--- src/rtl/spm_serial_mult.sv ---
// spm_serial_mult: serial-parallel multiplier built on a chain of carry-save cells.
//
// The WIDTH-bit multiplicand x is held in parallel across WIDTH cells. The multiplier y is
// fed through the chain one bit per cycle, LSB first, for 2*WIDTH cycles. Cell 0 yields
// one product bit per cycle. The bits are emitted serially on p/p_valid and are also
// assembled into the parallel product register.
//
// Ports:
//   clk      in   rising-edge clock
//   rst      in   asynchronous active-low reset
//   start    in   one-cycle request, accepted only while busy = 0
//   x        in   WIDTH     multiplicand, sampled on accept
//   y        in   WIDTH     multiplier, sampled on accept
//   busy     out  high while an operation is in flight
//   p        out  serial product bit, LSB first
//   p_valid  out  qualifies p
//   done     out  one-cycle pulse alongside the final product bit
//   product  out  2*WIDTH   parallel product, loaded in the done cycle and held otherwise
//
// Build option:
//   SPM_SIGNED_EN  When defined, x and y are treated as two's complement.
//                  When undefined (the default), both operands are unsigned.
module spm_serial_mult #(
    parameter int unsigned WIDTH = 8
) (
    input  logic               clk,
    input  logic               rst,
    input  logic               start,
    input  logic [WIDTH-1:0]   x,
    input  logic [WIDTH-1:0]   y,
    output logic               busy,
    output logic               p,
    output logic               p_valid,
    output logic               done,
    output logic [2*WIDTH-1:0] product
);

    localparam int unsigned PW    = 2 * WIDTH;
    localparam int unsigned CNT_W = $clog2(PW);
    localparam logic [CNT_W-1:0] LAST    = CNT_W'(PW - 1);
    localparam logic [CNT_W-1:0] LAST_M1 = CNT_W'(PW - 2);

    typedef enum logic {StIdle, StRun} state_e;

    state_e r_state, w_state_d;

    logic [WIDTH-1:0] r_x;      // multiplicand
    logic [WIDTH-1:0] r_y;      // remaining multiplier bits; bit 0 is the next serial bit
    logic [WIDTH-1:0] r_s;      // cell sum flops
    logic [WIDTH-1:0] r_c;      // cell carry flops (the top cell holds a borrow when signed)
    logic [CNT_W-1:0] r_cnt;    // index of the product bit currently on p
    logic [PW-1:0]    r_psr;    // product shift register, filled from the MSB end
    logic [PW-1:0]    r_product;
    logic             r_p;
    logic             r_p_valid;
    logic             r_done;

    logic             w_accept;
    logic             w_last;
    logic             w_step;
    logic [WIDTH-1:0] w_x_cur;
    logic [WIDTH-1:0] w_s_cur;
    logic [WIDTH-1:0] w_c_cur;
    logic             w_ybit;
    logic             w_y_fill;
    logic [WIDTH-1:0] w_y_src;
    logic [WIDTH-1:0] w_sum_in;
    logic [WIDTH-1:0] w_pp;
    logic [WIDTH-1:0] w_hsum;
    logic [WIDTH-1:0] w_cout;

    assign w_accept = (r_state == StIdle) && start;
    assign w_last   = (r_state == StRun) && (r_cnt == LAST);
    // A new product bit is computed on accept (bit 0) and on every RUN cycle but the last.
    assign w_step   = w_accept || ((r_state == StRun) && !w_last);

    // ------------------------------------------------------------------
    // Sequencer
    // ------------------------------------------------------------------
    always_ff @(posedge clk or negedge rst) begin
        if (!rst) begin
            r_state <= StIdle;
        end else begin
            r_state <= w_state_d;
        end
    end

    always_comb begin
        w_state_d = r_state;
        unique case (r_state)
            StIdle:  if (start)  w_state_d = StRun;
            StRun:   if (w_last) w_state_d = StIdle;
            default: w_state_d = StIdle;
        endcase
    end

    // ------------------------------------------------------------------
    // CSA cell chain
    // ------------------------------------------------------------------
    // On accept, the cells see cleared state and the freshly presented operands. This lets
    // bit 0 be computed in the accept cycle so that it appears on p one cycle later.
    assign w_x_cur = w_accept ? x    : r_x;
    assign w_s_cur = w_accept ? '0   : r_s;
    assign w_c_cur = w_accept ? '0   : r_c;
    assign w_ybit  = w_accept ? y[0] : r_y[0];
    assign w_y_src = w_accept ? y    : r_y;

`ifdef SPM_SIGNED_EN
    // Sign-extend the multiplier beyond its top bit.
    assign w_y_fill = w_y_src[WIDTH-1];
`else
    assign w_y_fill = 1'b0;
`endif

    always_comb begin
        // Each cell takes the sum of its upper neighbour. Nothing feeds the top cell from
        // above: every weight is already held inside the chain, including the top borrow.
        w_sum_in = {1'b0, w_s_cur[WIDTH-1:1]};
        w_pp     = w_x_cur & {WIDTH{w_ybit}};
        w_hsum   = w_pp ^ w_sum_in ^ w_c_cur;
        w_cout   = (w_pp & w_sum_in) | (w_pp & w_c_cur) | (w_sum_in & w_c_cur);
`ifdef SPM_SIGNED_EN
        // x[WIDTH-1] carries negative weight, so the top cell is a full subtractor:
        // sum_in - pp - borrow. Its difference bit equals the adder's sum bit, and its
        // carry flop holds a borrow instead.
        w_cout[WIDTH-1] = (~w_sum_in[WIDTH-1] & (w_pp[WIDTH-1] | w_c_cur[WIDTH-1]))
                        | (w_pp[WIDTH-1] & w_c_cur[WIDTH-1]);
`endif
    end

    // ------------------------------------------------------------------
    // Datapath and output registers
    // ------------------------------------------------------------------
    always_ff @(posedge clk or negedge rst) begin
        if (!rst) begin
            r_x       <= '0;
            r_y       <= '0;
            r_s       <= '0;
            r_c       <= '0;
            r_cnt     <= '0;
            r_psr     <= '0;
            r_product <= '0;
            r_p       <= 1'b0;
            r_p_valid <= 1'b0;
            r_done    <= 1'b0;
        end else if (w_step) begin
            r_s       <= w_hsum;
            r_c       <= w_cout;
            r_y       <= {w_y_fill, w_y_src[WIDTH-1:1]};
            r_p       <= w_hsum[0];
            r_p_valid <= 1'b1;
            if (w_accept) begin
                r_x    <= x;
                r_cnt  <= '0;
                r_psr  <= {w_hsum[0], {(PW-1){1'b0}}};
                r_done <= 1'b0;
            end else begin
                r_cnt  <= r_cnt + CNT_W'(1);
                r_psr  <= {w_hsum[0], r_psr[PW-1:1]};
                r_done <= (r_cnt == LAST_M1);
                if (r_cnt == LAST_M1) begin
                    r_product <= {w_hsum[0], r_psr[PW-1:1]};
                end
            end
        end else if (w_last) begin
            r_p       <= 1'b0;
            r_p_valid <= 1'b0;
            r_done    <= 1'b0;
        end
    end

    assign busy    = (r_state == StRun);
    assign p       = r_p;
    assign p_valid = r_p_valid;
    assign done    = r_done;
    assign product = r_product;

endmodule

--- config.mk ---
export PLATFORM = sky130hd
export DESIGN_NAME = spm_serial_mult
export DESIGN_NICKNAME = d
export VERILOG_FILES = /design/src/rtl/spm_serial_mult.sv
export SDC_FILE = /design/constraint.sdc
export NUM_CORES = 1
export LEC_CHECK = 0
export ABC_CLOCK_PERIOD_IN_PS = 1840
export CAP_MARGIN = 20
export CORE_ASPECT_RATIO = 1.2
export CORE_MARGIN = 1
export CORE_UTILIZATION = 40
export CTS_CLUSTER_SIZE = 40
export DETAILED_ROUTE_END_ITERATION = 8
export GPL_TIMING_DRIVEN = 0
export PLACE_DENSITY = 0.74
export SKIP_LAST_GASP = 1
export SYNTH_ARGS = -nofsm -noshare
export SYNTH_HDL_FRONTEND = slang
export SYNTH_SLANG_ARGS = --single-unit
--- constraint.sdc ---
create_clock -name clk -period 1.84 [get_ports clk]
set_input_delay 0.184 -clock clk [delete_from_list [all_inputs] [get_ports clk]]
set_output_delay 0.184 -clock clk [all_outputs]
set_load 0.1 [all_outputs]
==> results of run 1 <==
[routing by layer]
metal | routed length [µm] | share of wire | vias to the layer above
li1 | - | - | 1059
met3 | 211 | 0.033 | 9
met5 | 0 | 0 | -
met4 | 110 | 0.017 | 0
met1 | 2930 | 0.46 | 1120
met2 | 3150 | 0.49 | 48
[power by group through the flow]
stage / clock (mW) / combinational (mW) / sequential (mW)
2_1_floorplan: 0 / 1.64 / 3.63
3_3_place_gp: 0 / 3.61 / 2.44
3_5_place_dp: 0 / 3.68 / 2.46
4_1_cts: 1.35 / 3.88 / 2.41
5_1_grt: 1.42 / 4.22 / 2.48
6_report: 1.33 / 3.94 / 2.41
[layout by cell type, fill, tap and decap left out, types with 2 or more instances in the layout]
cell	n
a221o_1	6
and2_1	18
and2_4	3
buf_4	16
buf_6	5
buf_8	2
bufinv_16	2
clkbuf_1	6
clkbuf_4	2
clkbuf_8	10
clkdlybuf4s50_1	15
clkinvlp_4	2
dfrtp_1	68
dlygate4sd2_1	20
fa_2	7
ha_1	3
mux2_2	16
mux2_4	16
nand2_1	48
nand2_2	6
nand3_1	25
nand3_2	6
o21ai_0	16
[flip-flops by register name, indices dropped and copies added, names as in the netlist, 4 cells and up]
name     cells
r_c          8
r_x          8
r_psr       14
product     16
r_cnt        4
r_s          8
r_y          7
[worst max path at each step]
stage / start / end / depth (start not counted)
finish: busy$_DFF_PN0_ / r_s[3]$_DFFE_PN0P_ / 8
global route: busy$_DFF_PN0_ / r_s[1]$_DFFE_PN0P_ / 8
CTS: busy$_DFF_PN0_ / r_s[2]$_DFFE_PN0P_ / 8
detailed placement: start / r_s[2]$_DFFE_PN0P_ / 8
global placement: rst / busy$_DFF_PN0_ / 1
floorplan: busy$_DFF_PN0_ / product[15]$_DFFE_PN0P_ / 7
[area by class of cell]
cell class,count,area share
tap,92,0.0277
buffer,16,0.0340
timing repair buffer,55,0.117
multi-input combinational,185,0.351
clock buffer,9,0.0298
inverter,2,0.00301
sequential,69,0.416
clock inverter,6,0.0214
[worst max-delay path: stages (launching register included)]
cell	delay (ns)
dfrtp_4	0.49
buf_6	0.13
nor2b_4	0.12
buf_6	0.14
buf_6	0.12
nand3_2	0.07
nand2_2	0.10
fa_2	0.43
mux2_4	0.27
[repair_timing]
| item | in CTS | in global routing |
|---|---|---|
| setup buffers | 11 | 5 |
| endpoints found under the setup margin | 46 | 24 |
| pin swaps | 17 | 5 |
| hold endpoints to repair | 69 | 0 |
| gates resized for setup | 49 | 8 |
| hold buffers | 1 | 0 |
| cloned | 1 | 0 |
[metrics by stage]
stage	TNS, ns	utilization	instance area, µm²	hold slack (ns)	power (mW)
finish	-1.01	0.543	4160	0.393	7.68
floorplan	-3.08	-	3230	-0.112	5.27
detailed placement	-8.24	0.484	3710	0.355	6.14
global route	-1.59	0.543	4160	0.416	8.13
global placement	-125.53	0.484	3710	0.459	6.06
CTS	-0.904	0.536	4110	0.388	7.64
[cell families after synthesis]
kind of cell | after synthesis | synth area share
fa+ha+maj | 10 | 0.0565
mux | 34 | 0.133
simple gates | 116 | 0.182
buf+inv | 18 | 0.0274
compound gates | 25 | 0.0521
flops | 69 | 0.549
==> run summary, run 1 <==
OUTCOME
--------------------------------------------------------------------------------------------------
Status .............................................................................. finished with violations
Violations in the final reports ..................................................... DRC, setup timing

GLOBAL ROUTE
--------------------------------------------------------------------------------------------------
Layer with the highest usage after global routing ...................................         met2
Overall overflow remaining after global route .......................................            0
Met2 Resource Use GR ................................................................        0.286
Maximum number of pins on one net before global-route repair ........................           70
Global routing usage on met1 ........................................................        0.213
GR met3 Demand/Resource .............................................................       0.0415
First-pass GRT wire length ..........................................................     11000 µm
All-Layer GR Usage ..................................................................        0.171
Number of global-route vias before repair ...........................................         2311
Number of antenna violations at the first check in global routing ...................            0

LOGIC SYNTHESIS
--------------------------------------------------------------------------------------------------
Syn Nets ............................................................................          301
Ranking of synthesized cells by instance count ...................................... dfrtp_1, nand2_1, nand3_1, mux2_2, and2_1
Most used standard cell by instance count after synthesis ...........................      dfrtp_1
Number of instances in the synthesized netlist ......................................          272
Post-synth top area share ...........................................................        0.549
Number of synthesized flops with an enable pin ......................................            0
Top_reg_cell synth ..................................................................      dfrtp_1
Number of warnings reported in the yosys synthesis log ..............................            0
Synth Area per Inst .................................................................     11.6 µm²
Number of flip-flops and latches in the synthesized netlist .........................           69
Post-synth design cell area .........................................................     3150 µm²
Cell type with the largest total area after synthesis ...............................      dfrtp_1
Number of distinct library cells after synthesis ....................................           31
Fraction of the yosys area taken by sequential cells ................................        0.549
Area contributors post-synth ........................................................ dfrtp_1, mux2_2, nand2_1, nand3_1, fa_1
Proportion of synthesized flip-flops having asynchronous set or reset ...............         1.00

TIMING
--------------------------------------------------------------------------------------------------
Max-slew headroom ...................................................................        0.363
Final number of setup-violating endpoints ...........................................            9
Period minus WS final ...............................................................      1.99 ns
Setup repair after global routing missed its margin .................................          yes
Worst setup skew after layout .......................................................   0.00810 ns
Post-layout worst setup margin ......................................................    -0.150 ns
Max Transition Viols Final ..........................................................            0
Final hold violations ...............................................................            0
Post-route fraction of the period consumed by the critical path .....................         1.08
Highest Clock Rate ..................................................................      502 MHz
Slew of the pin with the lowest slew margin .........................................     0.960 ns

ROUTE
--------------------------------------------------------------------------------------------------
Starting DRC count in detailed routing ..............................................           87
Routed length per instance ..........................................................      14.8 µm
Antenna-violating nets left .........................................................            0
Drt pass-1 iters ....................................................................            6
DRC violation count after routing ...................................................            2
Detailed-route via count ............................................................         2236
Post-detailed-routing wire length ...................................................      6410 µm
Via density per instance ............................................................         5.15

PWR
--------------------------------------------------------------------------------------------------
Worst-case vdd ir drop ..............................................................      1.18 mV
Cell-internal power .................................................................      4.25 mW
Sw power ............................................................................      3.43 mW
Switching fraction of total power ...................................................        0.447
Leakage Power .......................................................................      2.07 nW
Power share of the clock group ......................................................        0.173
Comb pwr share ......................................................................        0.513
Sequential power share ..............................................................        0.314
Total power density per cell area ...................................................  1850 nW/µm²

DIE
--------------------------------------------------------------------------------------------------
Die extent in x .....................................................................      83.0 µm
CORE AREA ...........................................................................     7660 µm²
Std cell rows .......................................................................           35
Die area ............................................................................     8230 µm²
Effective utilization at floorplan ..................................................        0.411
Die span in y .......................................................................      99.2 µm
Top-level port count ................................................................           39

FINISH
--------------------------------------------------------------------------------------------------
Layout Nets .........................................................................          367
Area of the multi-input gates .......................................................     1460 µm²
Area occupied by registers ..........................................................     1730 µm²
Number of fill cells ................................................................          658
P&R area growth vs syn ..............................................................        32.2%
Number of antenna diodes ............................................................            0
Number of non-filler instances in the completed layout ..............................          434
Ratio of cells with drive above 1 in the final layout ...............................        0.304

CLOCK TREE
--------------------------------------------------------------------------------------------------
Worst-Skew Late Latency .............................................................      0.35 ns
Max H-tree Level ....................................................................            3
Clock transition time at the flip-flop clock pins of the worst setup and hold paths .      0.07 ns
Count of clock tree sinks ...........................................................           69
Clk buf depth .......................................................................            2
CTS root buf ........................................................................     clkbuf_8
TritonCTS clock tree ................................................................          yes
Number of buffers created by CTS ....................................................            9

CRITICAL PATH
--------------------------------------------------------------------------------------------------
Worst setup path category ...........................................................   reg -> reg
Cell depth of the worst flop-to-flop path ...........................................            8
Largest fanout on the critical path .................................................            6
Kind of start point of the critical path ............................................    flip-flop
WP data arrival .....................................................................      2.22 ns
Worst path required time ............................................................      2.07 ns
Setup slack of the worst register-to-register path ..................................     -0.15 ns
R2R Path End ........................................................................ r_s[3]$_DFFE_PN0P_
Critical Path Sink Type .............................................................    flip-flop
Worst reg2reg startpoint ............................................................ busy$_DFF_PN0_

JOB
--------------------------------------------------------------------------------------------------
Total of max-cap violations .........................................................            0

PLACE
--------------------------------------------------------------------------------------------------
Number of cells after detailed placement ............................................          401
Place WS ............................................................................    -0.661 ns
GPL Wtd Cong ........................................................................        0.792
PortBufs ............................................................................           37
Dpl hpwl ............................................................................      4090 µm

WORST HOLD PATH
--------------------------------------------------------------------------------------------------
Worst hold path cell count ..........................................................            3
Path category of the worst min-delay check ..........................................    in -> reg
WHS Endpoint ........................................................................ r_x[7]$_DFFE_PN0P_
Source of the worst hold timing path ................................................         x[7]

(Power assumes the default switching activity.)
==> inputs of run 2 (changes only) <==
CORE_MARGIN = default   (was 1)
GPL_ROUTABILITY_DRIVEN = 0   (was default)
==> results of run 2 <==
No change in the layout: final DEF, timing and power equal those of run 1.
==> inputs of run 3 (changes only) <==
CTS_CLUSTER_DIAMETER = 150   (was default)
HOLD_SLACK_MARGIN = 0.1   (was default)
SLEW_MARGIN = 20   (was default)
==> run 3 against run 2 <==
Compared with the run above: the flow still finishes with violations (DRC, setup timing); via count up 1.6%; clock skew grew 0.0053 ns; register-to-register slack got worse by 0.02 ns; critical path type unchanged; critical path depth unchanged; clock power increased by 7%; fmax is 1.0% lower; critical endpoint is now r_s[2]$_DFFE_PN0P_; global-route usage is 0.26 points lower; largest power group unchanged; routed wire length shrank 0.77%; die area stayed put.
==> run summary, run 3 (synthesized netlist as in run 1, its figures left out) <==
FINISH
--------------------------------------------------------------------------------------------------
Cell area after layout ..............................................................     4200 µm²   +0.99%
Ratio of cells with drive above 1 in the final layout ...............................        0.321   +0.0166
Commonest non-fill, non-tap cells in the layout ..................................... dfrtp_1, nand2_1, nand3_1, dlygate4sd2_1, and2_1
Number of fill cells ................................................................          642   -2.4%
Layout Nets .........................................................................          367   unchanged
Largest register FFs ................................................................           16   unchanged
Commonest non-fill, non-tap cell in the layout ......................................      dfrtp_1
Number of antenna diodes ............................................................            0   unchanged
Area occupied by registers ..........................................................     1730 µm²   unchanged
Area of the multi-input gates .......................................................     1470 µm²   +0.60%
P&R area growth vs syn ..............................................................        33.5%

DIE
--------------------------------------------------------------------------------------------------
Top-level port count ................................................................           39   unchanged
CORE AREA ...........................................................................     7660 µm²   unchanged
Std cell rows .......................................................................           35   unchanged
Die span in y .......................................................................      99.2 µm   unchanged
Effective utilization at floorplan ..................................................        0.411   unchanged
Die area ............................................................................     8230 µm²   unchanged
Die extent in x .....................................................................      83.0 µm   unchanged

ROUTE
--------------------------------------------------------------------------------------------------
Drt pass-1 iters ....................................................................            6   unchanged
Via density per instance ............................................................         5.22   +1.3%
DRC violation count after routing ...................................................            2   unchanged
Antenna-violating nets left .........................................................            0   unchanged
Routed length per instance ..........................................................      14.6 µm   -0.99%
Post-detailed-routing wire length ...................................................      6360 µm   -0.77%
Detailed-route via count ............................................................         2271   +1.6%
Starting DRC count in detailed routing ..............................................           63   -28%

GLOBAL ROUTE
--------------------------------------------------------------------------------------------------
All-Layer GR Usage ..................................................................        0.168   -0.00262
Overall overflow remaining after global route .......................................            0   unchanged
Maximum number of pins on one net before global-route repair ........................           36   -49%
First-pass GRT wire length ..........................................................     11000 µm   -0.25%
Number of global-route vias before repair ...........................................         2284   -1.2%
Number of antenna violations at the first check in global routing ...................            0   unchanged

CRITICAL PATH
--------------------------------------------------------------------------------------------------
Kind of start point of the critical path ............................................    flip-flop
Largest fanout on the critical path .................................................            7   +1
Worst path required time ............................................................      2.07 ns   about the same
Critical Path Sink Type .............................................................    flip-flop
WP data arrival .....................................................................      2.24 ns   +0.02 ns
Worst setup path category ...........................................................   reg -> reg

PWR
--------------------------------------------------------------------------------------------------
Total power density per cell area ...................................................  1850 nW/µm²   +0.28%
Worst-case vdd ir drop ..............................................................      1.34 mV   +13%
Leakage Power .......................................................................      2.08 nW   +0.88%

CLOCK TREE
--------------------------------------------------------------------------------------------------
Clk buf depth .......................................................................            2   unchanged
Count of clock tree sinks ...........................................................           69   unchanged
Worst-Skew Late Latency .............................................................      0.35 ns   about the same
Max H-tree Level ....................................................................            3   unchanged
TritonCTS clock tree ................................................................          yes
Clock transition time at the flip-flop clock pins of the worst setup and hold paths .      0.08 ns   about the same
CTS root buf ........................................................................     clkbuf_8
Number of buffers created by CTS ....................................................            9   unchanged

TIMING
--------------------------------------------------------------------------------------------------
Worst setup skew after layout .......................................................    0.0134 ns   +0.00534 ns
Worst hold-check slack ..............................................................     0.341 ns   -0.0526 ns
Max-slew headroom ...................................................................        0.365   +0.00221
Highest Clock Rate ..................................................................      497 MHz   -1.0%
Max Transition Viols Final ..........................................................            0   unchanged
Post-layout worst setup margin ......................................................    -0.171 ns   -0.0207 ns
Setup repair after global routing missed its margin .................................          yes
Post-Route Setup TNS ................................................................     -1.10 ns   -0.0895 ns
Final number of setup-violating endpoints ...........................................           10   +1
Final hold violations ...............................................................            0   unchanged
Slew of the pin with the lowest slew margin .........................................     0.956 ns   -0.00333 ns
Post-route fraction of the period consumed by the critical path .....................         1.09   +0.0112
Period minus WS final ...............................................................      2.01 ns   +0.0207 ns

PLACE
--------------------------------------------------------------------------------------------------
Dpl hpwl ............................................................................      4230 µm   +3.2%
Dpl cell area .......................................................................     3730 µm²   +0.54%
PortBufs ............................................................................           37   unchanged

OUTCOME
--------------------------------------------------------------------------------------------------
Violations in the final reports ..................................................... DRC, setup timing
Status .............................................................................. finished with violations

WORST HOLD PATH
--------------------------------------------------------------------------------------------------
Path category of the worst min-delay check ..........................................  in -> async

JOB
--------------------------------------------------------------------------------------------------
Total of max-cap violations .........................................................            0   unchanged

[run 3: cell types whose count changed in the layout (fill, tap and decap cells not counted), sizes merged]
cell,before,now
clkinvlp,2,1
clkinv,2,1
inv,2,5
[run 3: worst paths after layout]
path,endpoint,startpoint,slack (ns),cells past startpoint
worst max-delay path,r_s[2]$_DFFE_PN0P_,busy$_DFF_PN0_,-0.17,8
worst min-delay path,product[1]$_DFFE_PN0P_,rst,0.34,2
worst max register to register,r_s[2]$_DFFE_PN0P_,busy$_DFF_PN0_,-0.17,8
worst min register to register,r_x[5]$_DFFE_PN0P_,r_x[5]$_DFFE_PN0P_,0.48,2
max in group asynchronous,busy$_DFF_PN0_,rst,0.95,3
min in group clk,r_x[7]$_DFFE_PN0P_,x[7],0.40,3
[run 3: timing repair]
action / CTS / global route
gates cloned: 1 / 0
hold buffers: 1 / 0
hold endpoints to repair: 34 / 0
buffers inserted: 12 / 3
endpoints found under the setup margin: 46 / 33
pin swaps: 14 / 9
resized for setup: 51 / 11
[run 3: stage by stage]
step                worst slack, ns   util  power [mW]  instances
floorplan                    -0.272      -        5.27        272
global placement              -2.17  0.484        6.06        401
detailed placement           -0.658  0.487        6.15        402
CTS                          -0.145  0.543        7.73        432
global route                 -0.221  0.548        8.24        435
finish                       -0.171  0.548        7.77        435
[run 3: where the power goes]
part	internal, mW	switching [mW]	leakage, nW	total [mW]
Clock	0.784	0.633	0.112	1.42
Sequential	2.07	0.343	0.895	2.42
Combinational	1.42	2.52	1.08	3.94
[run 3: layout make-up]
type,instances,share of cell area
plain buffers,16,0.0334
clock buffers,9,0.0295
clock inverters,7,0.0250
inverters,2,0.00298
multi-input cells,185,0.350
flip-flops and latches,69,0.412
well taps,92,0.0274
repair buffers,55,0.120
[run 3: per-layer routing]
layer | track usage | vias up | wire length [µm]
li1 | - | 1060 | -
met1 | 0.221 | 1138 | 2850
met2 | 0.273 | 62 | 3140
met3 | 0.0357 | 11 | 235
met4 | 0.0690 | 0 | 128
met5 | 0 | - | 0
[run 3: worst max-delay path, stage by stage (launching register included)]
cell     delay [ns]
dfrtp_4        0.50
buf_6          0.13
nor2b_4        0.12
buf_6          0.15
buf_6          0.12
nand3_2        0.08
nand2_2        0.11
fa_2           0.43
mux2_4         0.26
